`src/rtl/ddr_burst_reader_pkg.sv`:
```
// ddr_burst_reader_pkg
//   Shared types and helpers for the DDR burst-read master.
//   state_t   : command FSM states (IDLE, ISSUE, WAIT)
//   FIFO_AW   : address width of the default-depth read-data FIFO
//   min_len() : smaller of two word counts
package ddr_burst_reader_pkg;

    typedef enum logic [1:0] {
        IDLE  = 2'd0,
        ISSUE = 2'd1,
        WAIT  = 2'd2
    } state_t;

    localparam int unsigned DEF_FIFO_DEPTH = 64;
    localparam int unsigned FIFO_AW        = $clog2(DEF_FIFO_DEPTH);

    function automatic int unsigned min_len(input int unsigned a, input int unsigned b);
        return (a < b) ? a : b;
    endfunction

endpackage

```
`src/rtl/ddr_burst_reader_if.sv`:
```
// ddr_burst_reader_if
//   Avalon-MM burst-read bus plus the ready/valid output stream.
//   master : the reader side (drives command, consumes read data, sources stream)
//   slave  : memory + stream consumer side
interface ddr_burst_reader_if #(
    parameter int unsigned ADDR_W  = 29,
    parameter int unsigned DATA_W  = 64,
    parameter int unsigned BURST_W = 8
) ();

    logic [ADDR_W-1:0]  ram_address;
    logic [BURST_W-1:0] ram_burstcount;
    logic               ram_read;
    logic               ram_waitrequest;
    logic [DATA_W-1:0]  ram_readdata;
    logic               ram_readdatavalid;
    logic [DATA_W-1:0]  out_data;
    logic               out_valid;
    logic               out_ready;

    modport master (
        output ram_address, ram_burstcount, ram_read,
        input  ram_waitrequest, ram_readdata, ram_readdatavalid,
        output out_data, out_valid,
        input  out_ready
    );

    modport slave (
        input  ram_address, ram_burstcount, ram_read,
        output ram_waitrequest, ram_readdata, ram_readdatavalid,
        input  out_data, out_valid,
        output out_ready
    );

endinterface

```
`src/rtl/ddr_rd_fifo.sv`:
```
// ddr_rd_fifo
//   Synchronous first-word-fall-through FIFO, 2**AW entries.
//   clk, rst_n     : clock, synchronous active-low reset (empties the FIFO)
//   push/push_data : write one word
//   pop            : remove the head word (ignored when empty)
//   head/not_empty : current head word and its valid flag
//   count          : number of stored words (0..2**AW)
module ddr_rd_fifo
    import ddr_burst_reader_pkg::*;
#(
    parameter int unsigned DATA_W = 64,
    parameter int unsigned AW     = FIFO_AW
) (
    input  logic              clk,
    input  logic              rst_n,
    input  logic              push,
    input  logic [DATA_W-1:0] push_data,
    input  logic              pop,
    output logic [DATA_W-1:0] head,
    output logic              not_empty,
    output logic [AW:0]       count
);

    localparam int unsigned DEPTH = 2 ** AW;

    logic [DATA_W-1:0] mem_q [DEPTH];
    logic [AW-1:0]     wr_ptr_q, wr_ptr_d;
    logic [AW-1:0]     rd_ptr_q, rd_ptr_d;
    logic [AW:0]       count_q, count_d;
    logic              do_pop;

    always_comb begin
        do_pop   = pop && (count_q != '0);
        wr_ptr_d = wr_ptr_q;
        rd_ptr_d = rd_ptr_q;
        if (push) begin
            wr_ptr_d = wr_ptr_q + 1'b1;
        end
        if (do_pop) begin
            rd_ptr_d = rd_ptr_q + 1'b1;
        end
        count_d = count_q + {{AW{1'b0}}, push} - {{AW{1'b0}}, do_pop};
    end

    always_ff @(posedge clk) begin
        if (!rst_n) begin
            wr_ptr_q <= '0;
            rd_ptr_q <= '0;
            count_q  <= '0;
        end else begin
            wr_ptr_q <= wr_ptr_d;
            rd_ptr_q <= rd_ptr_d;
            count_q  <= count_d;
        end
    end

    // Storage needs no reset: contents are only visible through count_q.
    always_ff @(posedge clk) begin
        if (push) begin
            mem_q[wr_ptr_q] <= push_data;
        end
    end

    assign head      = mem_q[rd_ptr_q];
    assign not_empty = (count_q != '0);
    assign count     = count_q;

endmodule

```
`src/rtl/ddr_burst_reader.sv`:
```
// ddr_burst_reader
//   Avalon-MM burst-read master for one 64-bit DDR port. Reads cfg_len words
//   from cfg_addr upward and delivers them in order on a ready/valid stream.
//   A burst is only issued when the FIFO can hold every word still owed by
//   the slave, so readdatavalid never needs back-pressure.
//   ram_clk, reset_n : clock, synchronous active-low reset
//   start            : one-cycle pulse, latches cfg_addr/cfg_len when idle
//   cfg_addr/cfg_len : first word address / word count (0 is legal)
//   busy, done       : transfer in progress / one-cycle completion pulse
//   bus              : Avalon read master + output stream
module ddr_burst_reader
    import ddr_burst_reader_pkg::*;
#(
    parameter int unsigned ADDR_W     = 29,
    parameter int unsigned DATA_W     = 64,
    parameter int unsigned BURST_W    = 8,
    parameter int unsigned MAX_BURST  = 32,
    parameter int unsigned FIFO_DEPTH = 64,
    parameter int unsigned LEN_W      = 24
) (
    input  logic              ram_clk,
    input  logic              reset_n,
    input  logic              start,
    input  logic [ADDR_W-1:0] cfg_addr,
    input  logic [LEN_W-1:0]  cfg_len,
    output logic              busy,
    output logic              done,
    ddr_burst_reader_if.master bus
);

    localparam int unsigned AW = $clog2(FIFO_DEPTH);
    localparam int unsigned CW = AW + 1;

    state_t             state_q, state_d;
    logic [ADDR_W-1:0]  addr_q, addr_d;
    logic [LEN_W-1:0]   remain_q, remain_d;
    logic [CW-1:0]      pend_q, pend_d;
    logic [LEN_W-1:0]   deliver_q, deliver_d;
    logic               busy_q, busy_d;
    logic               done_q, done_d;
    logic               rd_q, rd_d;
    logic [ADDR_W-1:0]  ram_addr_q, ram_addr_d;
    logic [BURST_W-1:0] ram_bc_q, ram_bc_d;

    logic [CW-1:0]      fifo_count;
    logic               fifo_valid;
    logic [DATA_W-1:0]  fifo_head;
    logic               push, pop, accept, last_pop;
    logic [BURST_W-1:0] blen;
    logic [CW-1:0]      credit;

    ddr_rd_fifo #(
        .DATA_W (DATA_W),
        .AW     (AW)
    ) u_fifo (
        .clk       (ram_clk),
        .rst_n     (reset_n),
        .push      (push),
        .push_data (bus.ram_readdata),
        .pop       (pop),
        .head      (fifo_head),
        .not_empty (fifo_valid),
        .count     (fifo_count)
    );

    always_comb begin
        // Words arriving while nothing is owed (e.g. stragglers from before a
        // reset) are discarded rather than stored.
        push     = bus.ram_readdatavalid && (pend_q != '0);
        pop      = fifo_valid && bus.out_ready;
        accept   = rd_q && !bus.ram_waitrequest;
        blen     = BURST_W'(min_len(MAX_BURST, 32'(remain_q)));
        credit   = CW'(FIFO_DEPTH) - fifo_count - pend_q;
        last_pop = pop && (deliver_q == LEN_W'(1));

        state_d    = state_q;
        addr_d     = addr_q;
        remain_d   = remain_q;
        busy_d     = busy_q;
        done_d     = 1'b0;
        rd_d       = rd_q;
        ram_addr_d = ram_addr_q;
        ram_bc_d   = ram_bc_q;
        // Accept and return may coincide; apply both as net arithmetic.
        pend_d     = pend_q + (accept ? CW'(ram_bc_q) : '0) - (push ? CW'(1) : '0);
        deliver_d  = deliver_q - (pop ? LEN_W'(1) : '0);

        case (state_q)
            IDLE: begin
                if (start) begin
                    if (cfg_len != '0) begin
                        addr_d    = cfg_addr;
                        remain_d  = cfg_len;
                        deliver_d = cfg_len;
                        busy_d    = 1'b1;
                        state_d   = ISSUE;
                    end else begin
                        done_d = 1'b1;
                    end
                end
            end
            ISSUE: begin
                if (32'(credit) >= 32'(blen)) begin
                    rd_d       = 1'b1;
                    ram_addr_d = addr_q;
                    ram_bc_d   = blen;
                    state_d    = WAIT;
                end
            end
            WAIT: begin
                // With nothing left to request, WAIT doubles as the drain
                // phase until the final word leaves the stream.
                if (accept) begin
                    rd_d     = 1'b0;
                    addr_d   = addr_q + ADDR_W'(ram_bc_q);
                    remain_d = remain_q - LEN_W'(ram_bc_q);
                    if (remain_d != '0) begin
                        state_d = ISSUE;
                    end
                end
                if (last_pop) begin
                    state_d = IDLE;
                    busy_d  = 1'b0;
                    done_d  = 1'b1;
                end
            end
            default: begin
                state_d = IDLE;
            end
        endcase
    end

    always_ff @(posedge ram_clk) begin
        if (!reset_n) begin
            state_q    <= IDLE;
            addr_q     <= '0;
            remain_q   <= '0;
            pend_q     <= '0;
            deliver_q  <= '0;
            busy_q     <= 1'b0;
            done_q     <= 1'b0;
            rd_q       <= 1'b0;
            ram_addr_q <= '0;
            ram_bc_q   <= '0;
        end else begin
            state_q    <= state_d;
            addr_q     <= addr_d;
            remain_q   <= remain_d;
            pend_q     <= pend_d;
            deliver_q  <= deliver_d;
            busy_q     <= busy_d;
            done_q     <= done_d;
            rd_q       <= rd_d;
            ram_addr_q <= ram_addr_d;
            ram_bc_q   <= ram_bc_d;
        end
    end

    assign busy               = busy_q;
    assign done               = done_q;
    assign bus.ram_read       = rd_q;
    assign bus.ram_address    = ram_addr_q;
    assign bus.ram_burstcount = ram_bc_q;
    assign bus.out_data       = fifo_head;
    assign bus.out_valid      = fifo_valid;

endmodule

```
`src/flat_wrapper.sv`:
```
// flat-port wrapper written by rule: the top's interface ports become plain ports
module ddr_burst_reader_flat import ddr_burst_reader_pkg::*;
#(
    parameter int unsigned ADDR_W     = 29,
    parameter int unsigned DATA_W     = 64,
    parameter int unsigned BURST_W    = 8,
    parameter int unsigned MAX_BURST  = 32,
    parameter int unsigned FIFO_DEPTH = 64,
    parameter int unsigned LEN_W      = 24
)
  (ram_clk, reset_n, start, cfg_addr, cfg_len, busy, done, bus_ram_address, bus_ram_burstcount, bus_ram_read, bus_ram_waitrequest, bus_ram_readdata, bus_ram_readdatavalid, bus_out_data, bus_out_valid, bus_out_ready);
  ddr_burst_reader_if #(.ADDR_W(ADDR_W), .DATA_W(DATA_W), .BURST_W(BURST_W)) bus_i ();
  input  logic ram_clk;
  input  logic reset_n;
  input  logic start;
  input  logic [ADDR_W-1:0] cfg_addr;
  input  logic [LEN_W-1:0] cfg_len;
  output logic busy;
  output logic done;
  output wire logic [$bits(bus_i.ram_address)-1:0] bus_ram_address;
  output wire logic [$bits(bus_i.ram_burstcount)-1:0] bus_ram_burstcount;
  output wire logic [$bits(bus_i.ram_read)-1:0] bus_ram_read;
  input wire logic [$bits(bus_i.ram_waitrequest)-1:0] bus_ram_waitrequest;
  input wire logic [$bits(bus_i.ram_readdata)-1:0] bus_ram_readdata;
  input wire logic [$bits(bus_i.ram_readdatavalid)-1:0] bus_ram_readdatavalid;
  output wire logic [$bits(bus_i.out_data)-1:0] bus_out_data;
  output wire logic [$bits(bus_i.out_valid)-1:0] bus_out_valid;
  input wire logic [$bits(bus_i.out_ready)-1:0] bus_out_ready;
  assign bus_ram_address = bus_i.ram_address;
  assign bus_ram_burstcount = bus_i.ram_burstcount;
  assign bus_ram_read = bus_i.ram_read;
  assign bus_i.ram_waitrequest = bus_ram_waitrequest;
  assign bus_i.ram_readdata = bus_ram_readdata;
  assign bus_i.ram_readdatavalid = bus_ram_readdatavalid;
  assign bus_out_data = bus_i.out_data;
  assign bus_out_valid = bus_i.out_valid;
  assign bus_i.out_ready = bus_out_ready;
  ddr_burst_reader #(.ADDR_W(ADDR_W), .DATA_W(DATA_W), .BURST_W(BURST_W), .MAX_BURST(MAX_BURST), .FIFO_DEPTH(FIFO_DEPTH), .LEN_W(LEN_W)) u_core (.ram_clk(ram_clk), .reset_n(reset_n), .start(start), .cfg_addr(cfg_addr), .cfg_len(cfg_len), .busy(busy), .done(done), .bus(bus_i));
endmodule
```
`config.mk`:
```
export PLATFORM = sky130hd
export DESIGN_NAME = ddr_burst_reader_flat
export DESIGN_NICKNAME = d
export VERILOG_FILES = /design/src/rtl/ddr_burst_reader_pkg.sv /design/src/rtl/ddr_burst_reader_if.sv /design/src/rtl/ddr_rd_fifo.sv /design/src/rtl/ddr_burst_reader.sv /design/src/flat_wrapper.sv
export SDC_FILE = /design/constraint.sdc
export NUM_CORES = 2
export LEC_CHECK = 0
export ABC_AREA = 1
export BUFFER_PORTS_ARGS = -buffer_cell sky130_fd_sc_hd__buf_4
export CAP_MARGIN = 20
export CELL_PAD_IN_SITES_DETAIL_PLACEMENT = 1
export CELL_PAD_IN_SITES_GLOBAL_PLACEMENT = 2
export CORE_MARGIN = 4
export CORE_UTILIZATION = 45
export DETAILED_ROUTE_END_ITERATION = 8
export PLACE_DENSITY_LB_ADDON = 0.2
export SYNTH_ARGS = -nofsm -noshare
export SYNTH_HDL_FRONTEND = slang
export SYNTH_SLANG_ARGS = --single-unit
export TNS_END_PERCENT = 50
```
`constraint.sdc`:
```
create_clock -name ram_clk -period 7.7 [get_ports ram_clk]
set_clock_uncertainty 0.2 [all_clocks]
set_input_delay 1.155 -clock ram_clk [delete_from_list [all_inputs] [get_ports ram_clk]]
set_output_delay 1.155 -clock ram_clk [all_outputs]
set_load 0.02 [all_outputs]
```
==> qor.yml <==
timing:
  min_period_ps: 6660
  relSlewSlack: 0.155
  setup_viol: 0
  finalHoldViolCount: 0
  rsz0062_at_grt: "false"
  hold_slack_ps: 273
  post-route-period-util: 0.865
  timing.fmax_mhz: 150
  worst_pin_slew_ps: 1270
  layout_setup_ws_ps: 1040
  fin_setup_tns_ps: 0
  slew_viol_final: 0
layout:
  area_delta_synth_final_pct: 13.0
  fin_nets: 13400
  fillers: 37000
  multi_input_area_um2: 38400
  final_common_cell: "edfxtp_1"
  final_cell_mix: "4,096 x edfxtp_1, 2,980 x nor2_1, 2,638 x o21ai_0, 1,256 x o22ai_1, 459 x clkbuf_16"
  final_cells: 18600
  seqCellArea_um2: 126000
  finalInstanceArea_um2: 191000
  drive_above_1_share: 0.0899
  utilization: 0.511
yosys:
  synth_top_family_by_area: "compound AO/OA/AOI/OAI gates"
  synth_nets: 13400
  avgSynthCellArea_um2: 12.8
  synth-seq-area-share: 0.747
  synth-compound-area-share: 0.137
  syn_inst: 13200
  synth_cell_types: 50
  synth_edf_count: 4096
  muxShareOfSynthArea: 0
  synth_fa_ha_area_frac: 0.00526
  syn_area_um2: 169000
  ys_warn_count: 0
  synth-simple-area-share: 0.0796
  synth_xor_area_frac: 0.00218
  ys_seq_elements: 4247
  ys.flop_type: "edfxtp_1"
  synthArstFlopShare: 0
power_and_ir_drop:
  leakagePower_nw: 61.5
  power.density_nw_per_um2: 314
  p_total_mw: 59.9
  ir_drop_uv: 206
cts:
  cts_sinks: 4247
  cts_made_buffers: 449
  cts.path.max_buffers: 4
  cts_resized: 0
  cts_tree: "built"
  clk_pin_slew_ps: 70
  cts_max_level: 5
  hold_buffers: 0
  cts_root_buf: "clkbuf_16"
  cts_setup_buffers: 0
  clock_latency_ps: 980
die:
  io-pin-count: 228
  fp.dieW_um: 620
  start_util: 0.453
  die_area_um2: 385000
  num_rows: 224
  design.core.area_um2: 373000
  die_y_um: 620
worst_setup_path:
  path_buf_inv: 4
  cp-end-kind: "output pin"
  cp_cell_sequence: "inv_16 -> buf_12 -> buf_4 -> o21ai_0 -> o22ai_1 -> nor2_1 -> o22ai_1 -> o21ai_0 -> o22ai_1 -> buf_4"
  critPathKind: "register to output pin"
  crit_slowest_cell: "inv_16"
  cp.required_ps: 6340
  worst-path-max-fanout: 188
  cpPeakStageDelay_ps: 620
  critPathTopFamily: "buffers and inverters"
  arrival_ps: 5300
  critPathMostFrequentCell: "o22ai_1"
  startpoint_type: "register"
drt:
  routed_via_density: 6.38
  drc: 0
  drt-initial-drc-count: 14700
  ant_nets: 0
  wire_per_inst_um: 33.4
  vias: 119000
  first_pass_iters: 6
  drt_wl_total_um: 621000
min_path:
  hold_path.class: "input port to register"
job:
  drv_cap: 0
placement:
  portBuffers: 227
  dpl_cell_area_um2: 176000
  place_congestion: 0.825
  pre_cts_ws_ps: 2170
  dp.cells: 17800
  dp_hpwl_um: 318000
global_routing:
  grt_pass1_vias: 119000
  grt_max_degree: 191
  overflow: 0
  grt_pass1_wl_um: 874000
  antenna_found_initial: 43
  grt_use_total: 0.314
run_status:
  status: "complete, no violations"
-- Yosys cell counts, types with 4 or more instances --
cell type | number | share of area
buf_2 | 245 | 0.0073
fa_1 | 5 | 0.00059
xnor2_1 | 20 | 0.0010
nor4_1 | 7 | 0.00026
nor3_1 | 26 | 0.00077
dfxtp_1 | 151 | 0.018
o211ai_1 | 14 | 0.00062
inv_1 | 194 | 0.0043
nand3b_1 | 4 | 0.00018
a31oi_1 | 22 | 0.00082
or2_2 | 5 | 0.00019
xor2_1 | 22 | 0.0011
clkinv_1 | 5 | 0.00011
clkbuf_1 | 628 | 0.014
edfxtp_1 | 4096 | 0.73
nand4_1 | 24 | 0.00089
o21ai_0 | 2638 | 0.078
o32ai_1 | 81 | 0.0042
nand3_1 | 81 | 0.0024
buf_6 | 18 | 0.0012
o22ai_1 | 1256 | 0.047
buf_1 | 10 | 0.00022
buf_4 | 39 | 0.0017
nor2_1 | 3042 | 0.068
nand2_1 | 312 | 0.0069
a21oi_1 | 122 | 0.0036
a211oi_1 | 6 | 0.00027
o21ai_1 | 71 | 0.0021
ha_1 | 63 | 0.0047
-- routing by layer --
layer  wire length (um)  vias to the layer above  share of wire  GRT usage
met3              51300                     1222          0.083     0.0535
met5                 61                        -       0.000098          0
li1                   -                    49300              -          -
met4              28000                       10          0.045      0.131
met2             291000                     5700           0.47      0.502
met1             251000                    62500           0.40      0.428
-- report_power, final --
group	internal [mW]	switching, mW
Clock	12.3	9.15
Sequential	25.8	0.328
Combinational	3.63	8.74
Total	41.7	18.2
-- state kept, by name, summed over array words and instances, names as in the netlist, named ones only --
| signal | cells |
|---|---|
| u_core.addr_q | 29 |
| u_core.bus.ram_address | 29 |
| u_core.bus.ram_burstcount | 8 |
| u_core.bus.ram_read | 1 |
| u_core.busy | 1 |
| u_core.deliver_q | 24 |
| u_core.done | 1 |
| u_core.pend_q | 7 |
| u_core.remain_q | 24 |
| u_core.state_q | 2 |
| u_core.u_fifo.count | 7 |
| u_core.u_fifo.mem_q | 4096 |
| u_core.u_fifo.rd_ptr_q | 6 |
| u_core.u_fifo.wr_ptr_q | 6 |
-- logic make-up (layout without fill, tap and decap cells) --
logic type,after synthesis,count (layout)
AND/OR/NAND/NOR,3509,3509
flip-flops,4247,4247
XOR/XNOR,42,42
other,1,24
adder cells (fa/ha/maj),68,68
AO/OA/AOI/OAI,4227,4227
buffers and inverters,1144,1524
-- worst min-delay path, cell delays in order --
cell and delay (ps):
buf_4 120, inv_1 70, a21oi_1 60
-- path summary, 6_finish.rpt --
kind / start / to / slack [ps] / depth (start not counted)
setup / recovery: register / bus_out_data[50] / 1040 / 10
hold / removal: cfg_len[20] / u_core.deliver_q[20] / 270 / 3
setup reg to reg: u_core.pend_q[6] / u_core.u_fifo.mem_q[46][25] / 3100 / 7
hold reg to reg: u_core.addr_q[23] / u_core.addr_q[23] / 290 / 2
-- cell type report --
type / instances / share of cell area
clock buffers: 539 / 0.0618
inverters: 201 / 0.00421
multi-input cells: 7847 / 0.201
flip-flops and latches: 4247 / 0.661
repair buffers: 506 / 0.0262
clock inverters: 278 / 0.0133
diodes: 23 / 0.000302
well taps: 4972 / 0.0326
Note: power is estimated with default switching activity, not from simulation.
